==> config.mk <==
export PLATFORM = sky130hd
export DESIGN_NAME = sprite_rom_arbiter_flat
export DESIGN_NICKNAME = d
export VERILOG_FILES = /design/src/rtl/sprite_rom_arbiter_pkg.sv /design/src/rtl/sprite_rom_arbiter_if.sv /design/src/rtl/sprite_rom_arbiter_rr_pick.sv /design/src/rtl/sprite_rom_arbiter.sv /design/src/flat_wrapper.sv
export SDC_FILE = /design/constraint.sdc
export NUM_CORES = 1
export LEC_CHECK = 0
export CORE_ASPECT_RATIO = 1.1
export CORE_MARGIN = 2
export CORE_UTILIZATION = 37
export CTS_CLUSTER_DIAMETER = 30
export DETAILED_ROUTE_END_ITERATION = 8
export HOLD_SLACK_MARGIN = 0.06
export MAX_ROUTING_LAYER = met4
export PLACE_DENSITY_LB_ADDON = 0.15
export SLEW_MARGIN = 20
export SYNTH_ARGS = -nofsm -noshare
export SYNTH_HDL_FRONTEND = slang
export SYNTH_SLANG_ARGS = --single-unit
==> constraint.sdc <==
create_clock -name Clk -period 2.95 [get_ports Clk]
set_clock_uncertainty 0.05 [all_clocks]
set_input_delay 0.7375 -clock Clk [delete_from_list [all_inputs] [get_ports Clk]]
set_output_delay 0.7375 -clock Clk [all_outputs]
set_load 0.02 [all_outputs]
==> src/rtl/sprite_rom_arbiter_pkg.sv <==
// rtl/sprite_rom_arbiter_pkg.sv - shared types and constants for the sprite ROM arbiter
package sprite_arb_pkg;

  localparam int NUM_REQ_DEF = 4;
  localparam int ID_W        = $clog2(NUM_REQ_DEF);

  typedef logic [ID_W-1:0] req_id_t;

  localparam req_id_t REQ_PLAYER = req_id_t'(0);
  localparam req_id_t REQ_MONEY  = req_id_t'(1);
  localparam req_id_t REQ_CAR    = req_id_t'(2);
  localparam req_id_t REQ_TEXT   = req_id_t'(3);

  typedef struct packed {
    logic    v;
    req_id_t id;
  } arb_tag_t;

  function automatic req_id_t next_ptr(input req_id_t id);
    return (int'(id) == NUM_REQ_DEF - 1) ? '0 : id + req_id_t'(1);
  endfunction

endpackage

==> src/rtl/sprite_rom_arbiter_if.sv <==
// rtl/sprite_rom_arbiter_if.sv - requester and ROM signal bundle for the sprite ROM arbiter
interface sprite_rom_arbiter_if #(
  parameter int NUM_REQ = 4,
  parameter int ADDR_W  = 14,
  parameter int DATA_W  = 6
);
  logic                      FrameStart;
  logic [NUM_REQ-1:0]        Req;
  logic [NUM_REQ*ADDR_W-1:0] Addr;
  logic [NUM_REQ-1:0]        Grant;
  logic [ADDR_W-1:0]         RomAddr;
  logic                      RomRden;
  logic [DATA_W-1:0]         RomData;
  logic [DATA_W-1:0]         RdData;
  logic [NUM_REQ-1:0]        RdValid;
  logic                      Busy;

  modport slave (
    input  FrameStart, Req, Addr, RomData,
    output Grant, RomAddr, RomRden, RdData, RdValid, Busy
  );

  modport master (
    output FrameStart, Req, Addr, RomData,
    input  Grant, RomAddr, RomRden, RdData, RdValid, Busy
  );
endinterface

==> src/rtl/sprite_rom_arbiter_rr_pick.sv <==
// rtl/sprite_rom_arbiter_rr_pick.sv - combinational round-robin picker starting at ptr_i
module sprite_arb_rr_pick
  import sprite_arb_pkg::*;
#(
  parameter int NUM_REQ = NUM_REQ_DEF
) (
  input  logic [NUM_REQ-1:0] req_i,
  input  req_id_t            ptr_i,
  output logic [NUM_REQ-1:0] grant_o,
  output req_id_t            id_o,
  output logic               any_o
);

  req_id_t idx;

  always_comb begin
    grant_o = '0;
    id_o    = '0;
    any_o   = 1'b0;
    idx     = '0;
    for (int k = 0; k < NUM_REQ; k++) begin
      idx = req_id_t'((int'(ptr_i) + k) % NUM_REQ);
      if (!any_o && req_i[idx]) begin
        grant_o[idx] = 1'b1;
        id_o         = idx;
        any_o        = 1'b1;
      end
    end
  end

endmodule

==> src/rtl/sprite_rom_arbiter.sv <==
// rtl/sprite_rom_arbiter.sv - shares one sprite ROM among the pixel fetchers, tags data to owner
// Optional: SPRITE_ARB_PRIO0_EN gives the player (Req[0]) fixed priority over the others.
module sprite_rom_arbiter
  import sprite_arb_pkg::*;
#(
  parameter int NUM_REQ = NUM_REQ_DEF,
  parameter int ADDR_W  = 14,
  parameter int DATA_W  = 6,
  parameter int ROM_LAT = 1
) (
  input logic                 Clk,
  input logic                 Reset_n,
  sprite_rom_arbiter_if.slave bus
);

  req_id_t            ptr_q, ptr_d, arb_ptr;
  logic [NUM_REQ-1:0] pick_req, pick_grant, grant;
  req_id_t            pick_id, win_id;
  logic               pick_any, win_any;

  logic [ADDR_W-1:0]  rom_addr_q;
  logic               rom_rden_q;
  arb_tag_t           tag_q [ROM_LAT+1];
  logic [DATA_W-1:0]  rd_data_q;
  logic [NUM_REQ-1:0] rd_valid_q;
  logic               busy;

  // FrameStart restarts the rotation in the very cycle it is seen
  assign arb_ptr = bus.FrameStart ? '0 : ptr_q;

`ifdef SPRITE_ARB_PRIO0_EN
  assign pick_req = {bus.Req[NUM_REQ-1:1], 1'b0};
`else
  assign pick_req = bus.Req;
`endif

  sprite_arb_rr_pick #(.NUM_REQ(NUM_REQ)) u_pick (
    .req_i   (pick_req),
    .ptr_i   (arb_ptr),
    .grant_o (pick_grant),
    .id_o    (pick_id),
    .any_o   (pick_any)
  );

  always_comb begin
    grant   = pick_grant;
    win_id  = pick_id;
    win_any = pick_any;
    ptr_d   = arb_ptr;
    if (pick_any) ptr_d = next_ptr(pick_id);
`ifdef SPRITE_ARB_PRIO0_EN
    if (bus.Req[REQ_PLAYER]) begin
      grant   = {{(NUM_REQ-1){1'b0}}, 1'b1};
      win_id  = REQ_PLAYER;
      win_any = 1'b1;
      ptr_d   = arb_ptr;
    end
`endif
  end

  always_ff @(posedge Clk or negedge Reset_n) begin
    if (!Reset_n) begin
      ptr_q      <= '0;
      rom_addr_q <= '0;
      rom_rden_q <= 1'b0;
      rd_data_q  <= '0;
      rd_valid_q <= '0;
      for (int k = 0; k <= ROM_LAT; k++) tag_q[k] <= '0;
    end else begin
      ptr_q      <= ptr_d;
      rom_rden_q <= win_any;
      if (win_any) rom_addr_q <= bus.Addr[int'(win_id)*ADDR_W +: ADDR_W];
      // tag rides alongside the ROM read so the data can be returned to its owner
      tag_q[0] <= '{v: win_any, id: win_id};
      for (int k = 1; k <= ROM_LAT; k++) tag_q[k] <= tag_q[k-1];
      if (tag_q[ROM_LAT].v) begin
        rd_data_q  <= bus.RomData;
        rd_valid_q <= {{(NUM_REQ-1){1'b0}}, 1'b1} << tag_q[ROM_LAT].id;
      end else begin
        rd_valid_q <= '0;
      end
    end
  end

  always_comb begin
    busy = |rd_valid_q;
    for (int k = 0; k <= ROM_LAT; k++) busy = busy | tag_q[k].v;
  end

  assign bus.Grant   = grant;
  assign bus.RomAddr = rom_addr_q;
  assign bus.RomRden = rom_rden_q;
  assign bus.RdData  = rd_data_q;
  assign bus.RdValid = rd_valid_q;
  assign bus.Busy    = busy;

endmodule

==> src/flat_wrapper.sv <==
// flat-port wrapper written by rule: the top's interface ports become plain ports
module sprite_rom_arbiter_flat import sprite_arb_pkg::*;
#(
  parameter int NUM_REQ = NUM_REQ_DEF,
  parameter int ADDR_W  = 14,
  parameter int DATA_W  = 6,
  parameter int ROM_LAT = 1
)
  (Clk, Reset_n, bus_FrameStart, bus_Req, bus_Addr, bus_RomData, bus_Grant, bus_RomAddr, bus_RomRden, bus_RdData, bus_RdValid, bus_Busy);
  sprite_rom_arbiter_if #(.NUM_REQ(NUM_REQ), .ADDR_W(ADDR_W), .DATA_W(DATA_W)) bus_i ();
  input logic Clk;
  input logic Reset_n;
  input wire logic [$bits(bus_i.FrameStart)-1:0] bus_FrameStart;
  input wire logic [$bits(bus_i.Req)-1:0] bus_Req;
  input wire logic [$bits(bus_i.Addr)-1:0] bus_Addr;
  input wire logic [$bits(bus_i.RomData)-1:0] bus_RomData;
  output wire logic [$bits(bus_i.Grant)-1:0] bus_Grant;
  output wire logic [$bits(bus_i.RomAddr)-1:0] bus_RomAddr;
  output wire logic [$bits(bus_i.RomRden)-1:0] bus_RomRden;
  output wire logic [$bits(bus_i.RdData)-1:0] bus_RdData;
  output wire logic [$bits(bus_i.RdValid)-1:0] bus_RdValid;
  output wire logic [$bits(bus_i.Busy)-1:0] bus_Busy;
  assign bus_i.FrameStart = bus_FrameStart;
  assign bus_i.Req = bus_Req;
  assign bus_i.Addr = bus_Addr;
  assign bus_i.RomData = bus_RomData;
  assign bus_Grant = bus_i.Grant;
  assign bus_RomAddr = bus_i.RomAddr;
  assign bus_RomRden = bus_i.RomRden;
  assign bus_RdData = bus_i.RdData;
  assign bus_RdValid = bus_i.RdValid;
  assign bus_Busy = bus_i.Busy;
  sprite_rom_arbiter #(.NUM_REQ(NUM_REQ), .ADDR_W(ADDR_W), .DATA_W(DATA_W), .ROM_LAT(ROM_LAT)) u_core (.Clk(Clk), .Reset_n(Reset_n), .bus(bus_i));
endmodule
* Yosys cells after proc, flatten, opt, wreduce, memory -nomap -nowiden
Index checks and enable logic that the tools add are counted.
W data, S select, Z words.
** Word-level totals
- Register bits after elaboration :: 32
- Word-level logic and storage cells :: 72
- Memory bits (read-only) :: 0
- RAM bits :: 0
- Memories kept :: 0
- Input bits :: 69
- Latch bits :: 0
** Cells by class
- Div/mod/pow operators :: 0
- Reductions and logical operators :: 11
- Shift operators :: 2
- $lt $le $gt $ge :: 8
- Add/sub/neg operators :: 4
- Bitwise operators :: 5
- Mux-type cells :: 32
- $mul :: 1
- Equal/unequal tests :: 1
** Operators by type and width (number)
- $shiftx A56 B32 Y14 :: 1
- $mux W4 :: 5
- $mux W2 :: 7
- $lt A2 B3 Y1 const B :: 4
- $mux W1 :: 12
- $or A4 B4 Y4 :: 3
- $bmux W1 S2 :: 4
- $demux W1 S2 :: 4
- $ge A2 B1 Y1 const B :: 4
- $logic_and A1 B1 Y1 :: 7
- $mul A2 B3 Y5 const B :: 1
- $add A2 B1 Y2 const B :: 2
- $add A2 B2 Y2 const B :: 2
- $reduce_or A4 Y1 :: 1
- $shl A1 B2 Y4 const A :: 1
- $logic_not A1 Y1 :: 3
- $eq A2 B1 Y1 const B :: 1
- $or A1 B1 Y1 :: 2

* Logic depth before layout (Yosys ltp)
- Word-level depth :: 16
- Gate-level depth with buffers :: 10

* Cells and area by module
From an unflattened synthesis, not the netlist that was laid out.
** Second synthesis, totals
- Cells, all modules :: 163
- Area, all modules :: 1941.9 um^2
** By module, submodules not included
- sprite_rom_arbiter :: times used 1, cells each 118, area each 1522.7 um^2
- sprite_arb_rr_pick :: times used 1, cells each 45, area each 419.2 um^2

* Worst setup path before layout
No wires, ideal clock.
- Path kind :: input to output
- From :: input port bus_FrameStart
- To :: output port bus_Grant[0]
- Cell stages on the path :: 6
- Slack :: -0.330 ns
- Arrival :: 2.492 ns
- Path through :: nand2b_1 -> clkbuf_1 -> ha_1 -> or3_1 -> a211oi_1 -> a221o_1
** Between the ends
- Word-level cells in the longest chain between the ends :: 13
- Elaborated cells between the ends (all ways) :: 48
- Classes of those cells :: add/sub: 3; order compare: 8; mux: 24; bitwise: 3; reduce/logical: 10
** RTL lines
- start, declared :: line flat_wrapper.sv:13 : input wire logic [$bits(bus_i.FrameStart)-1:0] bus_FrameStart;
- $mux W2 * :: line sprite_rom_arbiter.sv:29 : assign arb_ptr = bus.FrameStart ? '0 : ptr_q;
- branches (longest 11 deep; another with $lt A2 B3 Y1)
- $mux W4 * :: line sprite_rom_arbiter_rr_pick.sv:23 : if (!any_o && req_i[idx]) begin
- end, declared :: line flat_wrapper.sv:17 : output wire logic [$bits(bus_i.Grant)-1:0] bus_Grant;
Every way passes the cells marked *. The select of a mux whose other input is x is not followed.

* Worst setup path after layout
Same ends and word-level chain as after synthesis.

==> results.md <==
* Synth Net Count at 256
* Setup TNS at -1040 ps
* Vias post-DR at 1,991
* Largest net degree at the start of global routing at 33
* DRT iter0 DRCs at 43
* Initial Util at 38.1%
* Mux contribution to synthesized area at 21.3%
* Drt pass-1 iters at 4
* FF+latch area at 801 µm²
* Setup violators final at 4
* Vias/cell at 5.02
* Tcrit/Tclk final at 109%
* # clock sinks at 32
* Antenna violations before repair at 0
* Simple-Gate Fraction of Synth Area at 11.3%
* Max Cap Viol at 0
* Crit Path Class: in -> out
* Die width at 74.8 µm
* Gpl congestion at 0.892
* Placed Cells at 380
* Vias in the first global route at 1,938
* Highest clock rate at 0.310 GHz
* Post-synth EDFFs at 0
* Synth Area in Adders at 3.07%
* Clock buffer depth at 2
* Slew Limit Fails at 0
* Area contributors post-synth: dfrtp_1, mux2i_1, o221ai_2
* Avg Inst Size Synth at 11.2 µm²
* Top-level I/O count at 99
* DR WL/cell at 14.1 µm
* Post-route cell area at 3550 µm²
* Ys Warns at 0
* Peak supply drop at 0.484 mV
* Async set or reset register ratio after synthesis at 100%
* Synthesized flop and latch total at 32
* Required @ worst endpoint at 2160 ps
* Area of the multi-input gates at 1190 µm²
* Hold Vio Cnt, Final at 0
* ANT cells at 0
* Fill cells at 446
* Max_slew headroom at 73.4%
* Die H at 81.9 µm
* Post-synth top cells: dfrtp_1, mux2i_1, nand2_1
* Antenna Nets Post-Route at 0
* Hold Path Class: reg -> reg
* I/O Buffers at 98
* Final #Nets at 395
* DP Wirelength at 4250 µm
* Routed WL at 5590 µm
* Cell Area, Synth at 2040 µm²
* CORE AREA at 5360 µm²
* CTS Buf Count at 5
* Non-filler instance count after layout at 397
* Final WS setup at -277 ps
* Root Driver: clkbuf_8
* Status: finished with violations
* Cell row count at 28
* Critical Path Sink Type: output port
* Pwr Total at 3.15 mW
* Yosys top cell by area: dfrtp_1
* CTS tree: built
* Seq/Total Area, Yosys at 39.2%
* Synth Instances at 182
* Power Density at 888 nW/µm²
* Worst-Skew Late Latency at 280 ps
* First-pass GRT wire length at 9020 µm
* Worst-path fanout max at 6
* # DRC at 0
* RSZ-0062 raised after global routing: yes
* Critical Path AT at 2440 ps
* Violated checks: setup timing
* CTS H-tree lvls at 2
* Post-layout min period at 3230 ps
* Top-area cell type share of the netlist area at 39.2%
* Slew @ Worst Pin at 398 ps
* Top FF cell, synth: dfrtp_1
* Fin util at 66.3%
* Die area at 6130 µm²
* Total GRT Usage at 19.8%
* CP startpoint kind: input pin
* Placed Area at 3370 µm²
* Reg clk slew, reported paths at 70 ps
* Area growth from synthesis to layout at 74.1%
* XOR/XNOR share of the synthesized area at 0.858%
* Leakage at 1.58 nW
* Fraction of layout cells with a size suffix above 1 at 29.5%
* Largest family of logic cells by synthesized area: multiplexers
* Complex-gate fraction of the synthesized area at 18.7%
* Count leader, synth: dfrtp_1
* Remaining global-route overflow at 0
* Unique cell type count in the Yosys netlist at 44
[power breakdown]
part	total [mW]	leakage (nW)	internal (mW)	switching, mW
Sequential	0.731	0.380	0.621	0.110
Clock	0.329	0.0479	0.164	0.164
Combinational	2.09	1.15	1.10	0.995
[registers in the layout, summed over array words and instances (netlist names)]
name                count
u_core.bus.RdData       6
u_core.bus.RdValid      4
u_core.bus.RomAddr     14
u_core.bus.RomRden      1
u_core.ptr_q            2
u_core.tag_q            5
[critical path, stage by stage]
cell	delay, ps
buf_8	100
nand2b_4	190
ha_4	290
mux4_2	420
nor2_4	240
a22oi_2	80
nor2_1	130
a221o_1	140
buf_6	120
[cell type report]
cell class	count	area share, %
clock inverter	3	0.528
timing repair buffer	142	37.5
sequential	32	22.5
tap	75	2.64
multi-input combinational	129	33.5
inverter	11	1.30
clock buffer	5	1.94
[cells by family after synthesis]
logic type	count (synthesis)
AO/OA/AOI/OAI	37
XOR/XNOR	2
adder cells (fa/ha/maj)	5
buffers and inverters	21
flip-flops	32
multiplexers	39
AND/OR/NAND/NOR	46
[cells in the final DEF, fill, tap and decap left out, drive strengths merged]
cell type,synthesis,final
a21oi,2,2
mux2,6,6
clkdlybuf4s15,0,1
dfrtp,32,32
o211ai,1,1
xnor2,2,2
clkbuf,4,6
nor3b,1,1
inv,11,11
nor2,10,10
o32ai,1,1
nand2,21,21
nand3,1,1
nor4,1,1
a22oi,4,4
o2111ai,1,1
a221o,4,4
nand2b,6,6
mux2i,30,30
or3,1,1
a211oi,2,2
and3,1,1
o21ai,3,3
and3b,1,1
a32oi,1,1
nor3,2,2
clkdlybuf4s50,0,89
dlygate4sd2,0,2
mux4,3,3
or2,1,1
o21bai,1,1
clkinv,0,3
o221ai,14,14
a31oi,2,2
ha,5,5
buf,6,49
a2bb2oi,1,1
[routing by layer]
metal  vias to the layer above  part of all wire (%)  track usage, %  wire (µm)
met5                         -                     0               -          0
met1                       950                    42            25.3       2360
met2                        77                    50            31.8       2790
li1                        956                     -               -          -
met4                         0                   1.7            4.82         95
met3                         8                   6.1            4.79        344
[per-stage QoR]
stage,worst slack (ps),hold slack (ps)
after global routing,-345,312
after global placement,-1030,282
final,-277,300
after floorplan,-78.1,281
after detailed placement,-1090,287
after CTS,-250,299
[worst paths after layout]
kind | from | end | depth (start not counted) | slack, ps
worst min register to register | u_core.tag_q[3]$_DFF_PN0_ | u_core.tag_q[0]$_DFF_PN0_ | 0 | 300
worst max-delay path | bus_FrameStart | bus_Grant[0] | 9 | -280
worst max register to register | u_core.ptr_q[0]$_DFF_PN0_ | u_core.bus.RomAddr[0]$_DFFE_PN0P_ | 9 | 390
min in group asynchronous | Reset_n | u_core.bus.RdData[0]$_DFFE_PN0P_ | 2 | 800
worst min-delay path | u_core.tag_q[3]$_DFF_PN0_ | u_core.tag_q[0]$_DFF_PN0_ | 0 | 300
max in group asynchronous | Reset_n | u_core.bus.RomAddr[11]$_DFFE_PN0P_ | 2 | 1760
[what timing repair did]
action | CTS | global route
endpoints found under the hold margin | 0 | 0
setup endpoints to repair | 18 | 4
pin swaps | 6 | 6
resized for setup | 34 | 11
buffers inserted | 6 | 3
hold buffers | 0 | 0
Note: power is estimated with default switching activity, not from simulation.
